[config.mk]
export PLATFORM = sky130hd
export DESIGN_NAME = display_scheduler
export DESIGN_NICKNAME = d
export VERILOG_FILES = /design/src/rtl/disp_pkg.sv /design/src/rtl/tick_gen.sv /design/src/rtl/display_scheduler.sv
export SDC_FILE = /design/constraint.sdc
export NUM_CORES = 1
export LEC_CHECK = 0
export ABC_CLOCK_PERIOD_IN_PS = 1850
export BUFFER_PORTS_ARGS = -buffer_cell sky130_fd_sc_hd__clkbuf_2
export CAP_MARGIN = 20
export CORE_UTILIZATION = 50
export CTS_BUF_LIST = sky130_fd_sc_hd__clkbuf_4 sky130_fd_sc_hd__clkbuf_8
export CTS_CLUSTER_DIAMETER = 50
export DETAILED_ROUTE_END_ITERATION = 6
export PLACE_DENSITY = 0.75
export REMOVE_ABC_BUFFERS = 1
export SLEW_MARGIN = 0
export SYNTH_ARGS = -nofsm -noshare
export SYNTH_HDL_FRONTEND = slang
export SYNTH_SLANG_ARGS = --single-unit
[constraint.sdc]
create_clock -name clk -period 1.85 [get_ports clk]
set_input_delay 0.37 -clock clk [delete_from_list [all_inputs] [get_ports clk]]
set_output_delay 0.37 -clock clk [all_outputs]
set_load 0.02 [all_outputs]
[src/rtl/disp_pkg.sv]
// Shared types and constants for the multiplexed 4-digit display scheduler.
package disp_pkg;

  // Display mode: plain scan, or one digit pair blinking while being adjusted.
  typedef enum logic [1:0] {
    StRun      = 2'd0,
    StBlinkMin = 2'd1,
    StBlinkSec = 2'd2
  } disp_state_e;

  // Active-low cathodes, so all-ones turns every segment off.
  localparam logic [7:0] SEG_BLANK = 8'hFF;

  localparam int unsigned SCAN_DIV_DEFAULT  = 100000;
  localparam int unsigned BLINK_DIV_DEFAULT = 25000000;

endpackage

[src/rtl/tick_gen.sv]
// Free-running divider: one-cycle tick every Div cycles, restartable by a synchronous clear.
module tick_gen #(
  parameter int unsigned Div = 1
) (
  input  logic clk,
  input  logic rst_n,
  input  logic clr_i,
  output logic tick_o
);

  localparam int unsigned CntW = (Div > 1) ? $clog2(Div) : 1;

  logic [CntW-1:0] cnt_q, cnt_d;

  // A clear suppresses the tick so a restarted period is always a full one.
  assign tick_o = ~clr_i && (cnt_q == CntW'(Div - 1));

  // Count up, wrap on tick, restart on clear.
  always_comb begin
    cnt_d = cnt_q + 1'b1;
    if (clr_i || tick_o) begin
      cnt_d = '0;
    end
  end

  // Counter register.
  always_ff @(posedge clk or negedge rst_n) begin
    if (!rst_n) begin
      cnt_q <= '0;
    end else begin
      cnt_q <= cnt_d;
    end
  end

endmodule

[src/rtl/display_scheduler.sv]
// Scans four active-low digits onto a shared cathode bus and blanks the pair being adjusted.
module display_scheduler
  import disp_pkg::*;
#(
  parameter int unsigned SCAN_DIV  = SCAN_DIV_DEFAULT,
  parameter int unsigned BLINK_DIV = BLINK_DIV_DEFAULT
) (
  input  logic       clk,
  input  logic       rst_n,
  input  logic       adj,
  input  logic       sel,
  input  logic [7:0] dig3,
  input  logic [7:0] dig2,
  input  logic [7:0] dig1,
  input  logic [7:0] dig0,
  output logic [3:0] an,
  output logic [7:0] seg
);

  disp_state_e state_q, state_d;
  logic [1:0]  idx_q, idx_d;
  logic        phase_q, phase_d;   // 1 = selected pair hidden
  logic [3:0]  an_q, an_d;
  logic [7:0]  seg_q, seg_d;
  logic        scan_tick, blink_tick, blink_clr;
  logic [7:0]  dig_sel;
  logic        hide;

  // Blink timing restarts on every mode change and is parked while running.
  assign blink_clr = (state_d != state_q) || (state_q == StRun);

  tick_gen #(.Div(SCAN_DIV)) u_scan_tick (
    .clk    (clk),
    .rst_n  (rst_n),
    .clr_i  (1'b0),
    .tick_o (scan_tick)
  );

  tick_gen #(.Div(BLINK_DIV)) u_blink_tick (
    .clk    (clk),
    .rst_n  (rst_n),
    .clr_i  (blink_clr),
    .tick_o (blink_tick)
  );

  // Mode decode, scan index advance and blink phase update.
  always_comb begin
    state_d = StRun;
    if (adj) begin
      state_d = sel ? StBlinkSec : StBlinkMin;
    end
    idx_d   = scan_tick ? idx_q + 2'd1 : idx_q;
    phase_d = phase_q;
    if (blink_clr) begin
      phase_d = 1'b0;
    end else if (blink_tick) begin
      phase_d = ~phase_q;
    end
  end

  // Output pattern for the digit currently being scanned.
  always_comb begin
    dig_sel = dig0;
    unique case (idx_q)
      2'd0: dig_sel = dig0;
      2'd1: dig_sel = dig1;
      2'd2: dig_sel = dig2;
      2'd3: dig_sel = dig3;
      default: dig_sel = dig0;
    endcase
    // Digits 3/2 are minutes, 1/0 seconds; only the adjusted pair may blank.
    hide  = phase_q && (((state_q == StBlinkMin) && idx_q[1]) ||
                        ((state_q == StBlinkSec) && !idx_q[1]));
    an_d  = ~(4'b0001 << idx_q);
    seg_d = hide ? SEG_BLANK : dig_sel;
  end

  // State and registered outputs.
  always_ff @(posedge clk or negedge rst_n) begin
    if (!rst_n) begin
      state_q <= StRun;
      idx_q   <= 2'd0;
      phase_q <= 1'b0;
      an_q    <= 4'b1111;
      seg_q   <= SEG_BLANK;
    end else begin
      state_q <= state_d;
      idx_q   <= idx_d;
      phase_q <= phase_d;
      an_q    <= an_d;
      seg_q   <= seg_d;
    end
  end

  assign an  = an_q;
  assign seg = seg_q;

endmodule

**After elaboration in Yosys (flattened, before gate mapping)**

Cells that the tools add are included.

- Add/sub/neg operators: 3
- Equal/unequal tests: 8
- Shift-type cells: 1
- Multiplexer cells: 8
- Bitwise logic cells: 3
- Reduce and logical (&&, ||, !) cells: 11

Operators with widths:

| kind | count |
|---|---|
| $pmux 8 s4 | 1 |
| $add 25x1->25 const B | 1 |
| $eq 25x25->1 const B | 1 |
| $mux 25 | 1 |
| $add 17x1->17 const B | 1 |
| $eq 17x17->1 const B | 1 |
| $mux 17 | 1 |
| $mux 8 | 1 |
| $eq 2x2->1 const B | 3 |
| $eq 2x1->1 const B | 2 |
| $logic_and 1x1->1 | 4 |
| $logic_not 2->1 | 2 |
| $mux 2 | 2 |
| $not 4->4 | 1 |
| $shl 1x2->4 const A | 1 |
| $logic_or 1x1->1 | 3 |
| $add 2x1->2 const B | 1 |
| $mux 1 | 2 |
| $ne 2x2->1 | 1 |
| $not 1->1 | 2 |
| $reduce_bool 2->1 | 1 |
| $logic_not 1->1 | 1 |

- Flip-flop bits (word level): 59
- Bits of input ports: 36
- Output and inout bits: 12
- Logic and storage cells: 41

**Depth between registers and ports, before layout**

- Depth after elaboration: 8
- Mapped depth: 7
- Mapped depth without buffers: 6

**Hierarchy**

A second synthesis with hierarchy kept.

- Cells, all modules: 310
- Area total of the unflattened synthesis: 3,094.2 µm²

By module, submodules not included:

| module | instances | cells each | area an instance (µm²) | sequential area each (µm²) |
|---|---|---|---|---|
| tick_gen (u_blink_tick) | 1 | 145 | 1,367.6 | 625.6 |
| display_scheduler | 1 | 78 | 878.3 | 440.4 |
| tick_gen (u_scan_tick) | 1 | 87 | 848.3 | 425.4 |

**Worst setup path after synthesis**

No wires, ideal clock.

- Path kind: flip-flop to flip-flop
- Start point: reg u_blink_tick.cnt_q[6]
- End point: reg phase_q
- Setup time: 0.078 ns
- Data arrival time: 1.894 ns
- Data required time: 1.772 ns
- Path slack: -0.122 ns
- Stages on the path, launching flop included: 5
- Path buffers: 0
- Period minus slack after synthesis: 1.972 ns
- Path through: dfrtp_1 > or4b_1 > or4_4 > or3_1 > a21oi_1

- Word-level cells in the longest chain between the ends: 3

Ends and longest elaborated chain:

| what | RTL line | source |
|---|---|---|
| start: declaration | tick_gen.sv:13 | `logic [CntW-1:0] cnt_q, cnt_d;` |
| start signal: assignment | tick_gen.sv:31 | `cnt_q <= cnt_d;` |
| $eq 25x25->1 | tick_gen.sv:16 | `assign tick_o = ~clr_i && (cnt_q == CntW'(Div - 1));` |
| $logic_and 1x1->1 | tick_gen.sv:16 |  |
| $reduce_bool 2->1 (no source line) | -- |  |
| end signal: assignment | display_scheduler.sv:89 | `phase_q <= phase_d;` |
| end: declaration | display_scheduler.sv:22 | `logic phase_q, phase_d;` |

Every way passes these cells.
A chain may end at the register's enable or synchronous reset.

**Final worst setup path**

Ends and elaborated chain as after synthesis.

==> impl_metrics.env <==
export IMPL_status="complete, but fails checks"
export IMPL_violations="negative setup slack"
export IMPL_coreArea_mm2=0.00554
export IMPL_worstPathRequired_ps=2120
export IMPL_synthesis_area_mm2=0.00290
export IMPL_seqPwrFrac_pct=44.8
export IMPL_final_max_slew_violation_count=0
export IMPL_initialDrtViolationCount=144
export IMPL_drcViolationCount=0
export IMPL_clkSinkCount=59
export IMPL_p_sw_share_pct=19.4
export IMPL_grt_pass1_vias=2318
export IMPL_grt_pass1_wl_um=10000
export IMPL_diodes=0
export IMPL_arrival_ps=2240
export IMPL_leakage_nw=1.62
export IMPL_cts_buffers=9
export IMPL_dp_hpwl_um=4160
export IMPL_hold_buffers=0
export IMPL_p_switching_mw=0.569
export IMPL_instances_no_fill=441
export IMPL_initial_utilization_pct=52.3
export IMPL_ant_nets=0
export IMPL_num_io_pins=48
export IMPL_hold_ws_ps=23.9
export IMPL_die_w_um=78.2
export IMPL_synth_edf_count=0
export IMPL_fin_total_pwr_mw=2.93
export IMPL_avgViaCountPerCell=5.49
export IMPL_num_rows=27
export IMPL_synthArstFlopShare_pct=100
export IMPL_fin_crit_sh_pct=107
export IMPL_drive_gt1_share_pct=31.2
export IMPL_netlist_area_leader_share_pct=40.6
export IMPL_yosys_warnings=0
export IMPL_clock_path_buffers=2
export IMPL_dp_cells=423
export IMPL_routedWlPerCell_um=13.8
export IMPL_maxSlewHeadroom_pct=62.7
export IMPL_clkPwrFrac_pct=51.1
export IMPL_setup_viol=25
export IMPL_cp_start_kind="flop"
export IMPL_die_h_um=78.2
export IMPL_timing_final_ws_setup_ps=-122
export IMPL_syn_area_per_cell_um2=10.0
export IMPL_dieArea_mm2=0.00611
export IMPL_finalSetupTns_ps=-2190
export IMPL_nets=407
export IMPL_endpoint_kind="flop"
export IMPL_crit_type="reg -> reg"
export IMPL_area_growth_pct=27.5
export IMPL_intPower_mw=2.36
export IMPL_fin_util_pct=66.7
export IMPL_synthFlopType="dfrtp_1"
export IMPL_r2r_cells=4
export IMPL_maxCapViolations=0
export IMPL_fmax_ghz=0.507
export IMPL_fin_crit_ps=1970
export IMPL_gp_congestion=0.807
export IMPL_path_clk_slew_ps=70
export IMPL_cts_tree="done"
export IMPL_ys_seq_area_share_pct=51.4
export IMPL_io_buffers=47
export IMPL_insertion_delay_ps=340
export IMPL_ctsRootBufferMaster="clkbuf_8"
export IMPL_p_per_area_mw_per_mm2=793
export IMPL_ir_drop_mv=0.627
export IMPL_track_usage_pct=21.2
export IMPL_worstMarginPinSlew_ps=555
export IMPL_hold_path_class="in -> async"
export IMPL_antenna_found_initial=0
export IMPL_num_vias=2423
export IMPL_crit_start="u_blink_tick.cnt_q[6]"
export IMPL_fillers=453
export IMPL_overflow=0
export IMPL_hold_violations=0
export IMPL_path_max_fanout=3
export IMPL_ys_types=39
export IMPL_rsz0062_at_grt="true"
export IMPL_htree_levels=3
export IMPL_grt_max_degree=60
export IMPL_r2r_start="u_blink_tick.cnt_q[6]"
export IMPL_drt_pass1_iterations=6
export IMPL_synth_area_leaders="dfrtp_1 41%, dfstp_2 11%, nand2_1 4.0%"
export IMPL_yosysTopAreaCell="dfrtp_1"
export IMPL_ys_ff_latch=59
export IMPL_routed_wl_um=6110
export IMPL_syn_inst=290
export IMPL_pwr_share_comb_pct=4.0
export IMPL_finClkSkew_ps=5.85
## what timing repair did
action                     4_1_cts  5_1_grt
pin swaps                        0        4
setup endpoints to repair       26       28
gates resized for setup          1       10
cloned                           0        1
setup buffers                    0        1
## Yosys cell counts (10+ instances only)
library cell	count
a21oi_1	15
dfrtp_1	47
dfstp_2	12
inv_1	14
nand2_1	31
nand3_1	12
nand4_1	12
nor2_1	23
o21ai_0	21
or3_1	10
xnor2_1	10
xor2_1	13
## placed cells by master (no fill, tap or decap), types with 3 or more instances in the layout
cell and count:
o31ai_1 6, and3_1 3, dfstp_2 12, nor2_2 4, ha_1 7, inv_1 14
bufinv_16 3, clkbuf_8 12, xnor2_1 10, a222oi_1 8, xor2_1 13, clkbuf_2 47
nor3b_1 3, nand4_1 12, nand3_1 12, o21ai_0 20, a21oi_1 15, nor2_1 19
dfrtp_1 47, or3_1 9, or4_1 7, and2_1 3, buf_4 24, nand2_1 31
## power by group through the flow
stage | clock [mW] | sequential [mW] | combinational, mW
3_3_place_gp | 0 | 1.34 | 0.117
2_1_floorplan | 0 | 1.35 | 0.0194
6_report | 1.50 | 1.32 | 0.118
4_1_cts | 1.53 | 1.31 | 0.119
5_1_grt | 1.57 | 1.32 | 0.131
3_5_place_dp | 0 | 1.34 | 0.118
## worst max-delay path, stage by stage, from the launching register on
cell and delay, ps:
dfrtp_1 370, or4b_1 510, or4_4 520, or3_1 350, a21oi_1 150
## final cells by class
class                   instances  area (µm²)  share of cell area [%]
clock buffers                  12         165                    4.47
clock inverters                 4        95.1                    2.57
inverters                      14        52.6                    1.42
multi-input cells             205        1330                    35.8
flip-flops and latches         59        1490                    40.3
well taps                      72        90.1                    2.44
repair buffers                 75         478                    12.9
## registers in the layout (all words and copies together) (netlist names)
signal,cells
an,4
idx_q,2
phase_q,1
seg,8
state_q,2
u_blink_tick.cnt_q,25
u_scan_tick.cnt_q,17
## final timing paths
path / endpoint / slack, ps
max: phase_q / -120
min: u_scan_tick.cnt_q[6] / 20
max reg2reg: phase_q / -120
min reg2reg: u_blink_tick.cnt_q[0] / 460
max in group asynchronous: an[3] / 1520
min in group clk: state_q[0] / 230
## stage by stage
stage	setup slack (ps)	cell area, µm²
2_1_floorplan	-506	2830
5_1_grt	-189	3700
4_1_cts	-143	3640
3_5_place_dp	-128	3380
3_3_place_gp	-95.8	3380
6_report	-122	3700
## cell families after synthesis
family	Yosys count	share of synthesized area (%)
simple gates	121	22.4
flops	59	51.4
compound gates	53	11.6
buf+inv	26	4.18
xor+xnor	23	6.95
fa+ha+maj	7	3.02
mux	1	0.345
## layer usage
layer | vias to the layer above | wire length [µm] | share of wire, % | global-route usage (%)
met4 | 0 | 109 | 1.8 | 8.33
met2 | 70 | 2980 | 49 | 35.4
li1 | 1191 | - | - | -
met5 | - | 0 | 0 | 0
met1 | 1149 | 2720 | 45 | 25.3
met3 | 13 | 289 | 4.7 | 7.09
(Power assumes the default switching activity.)
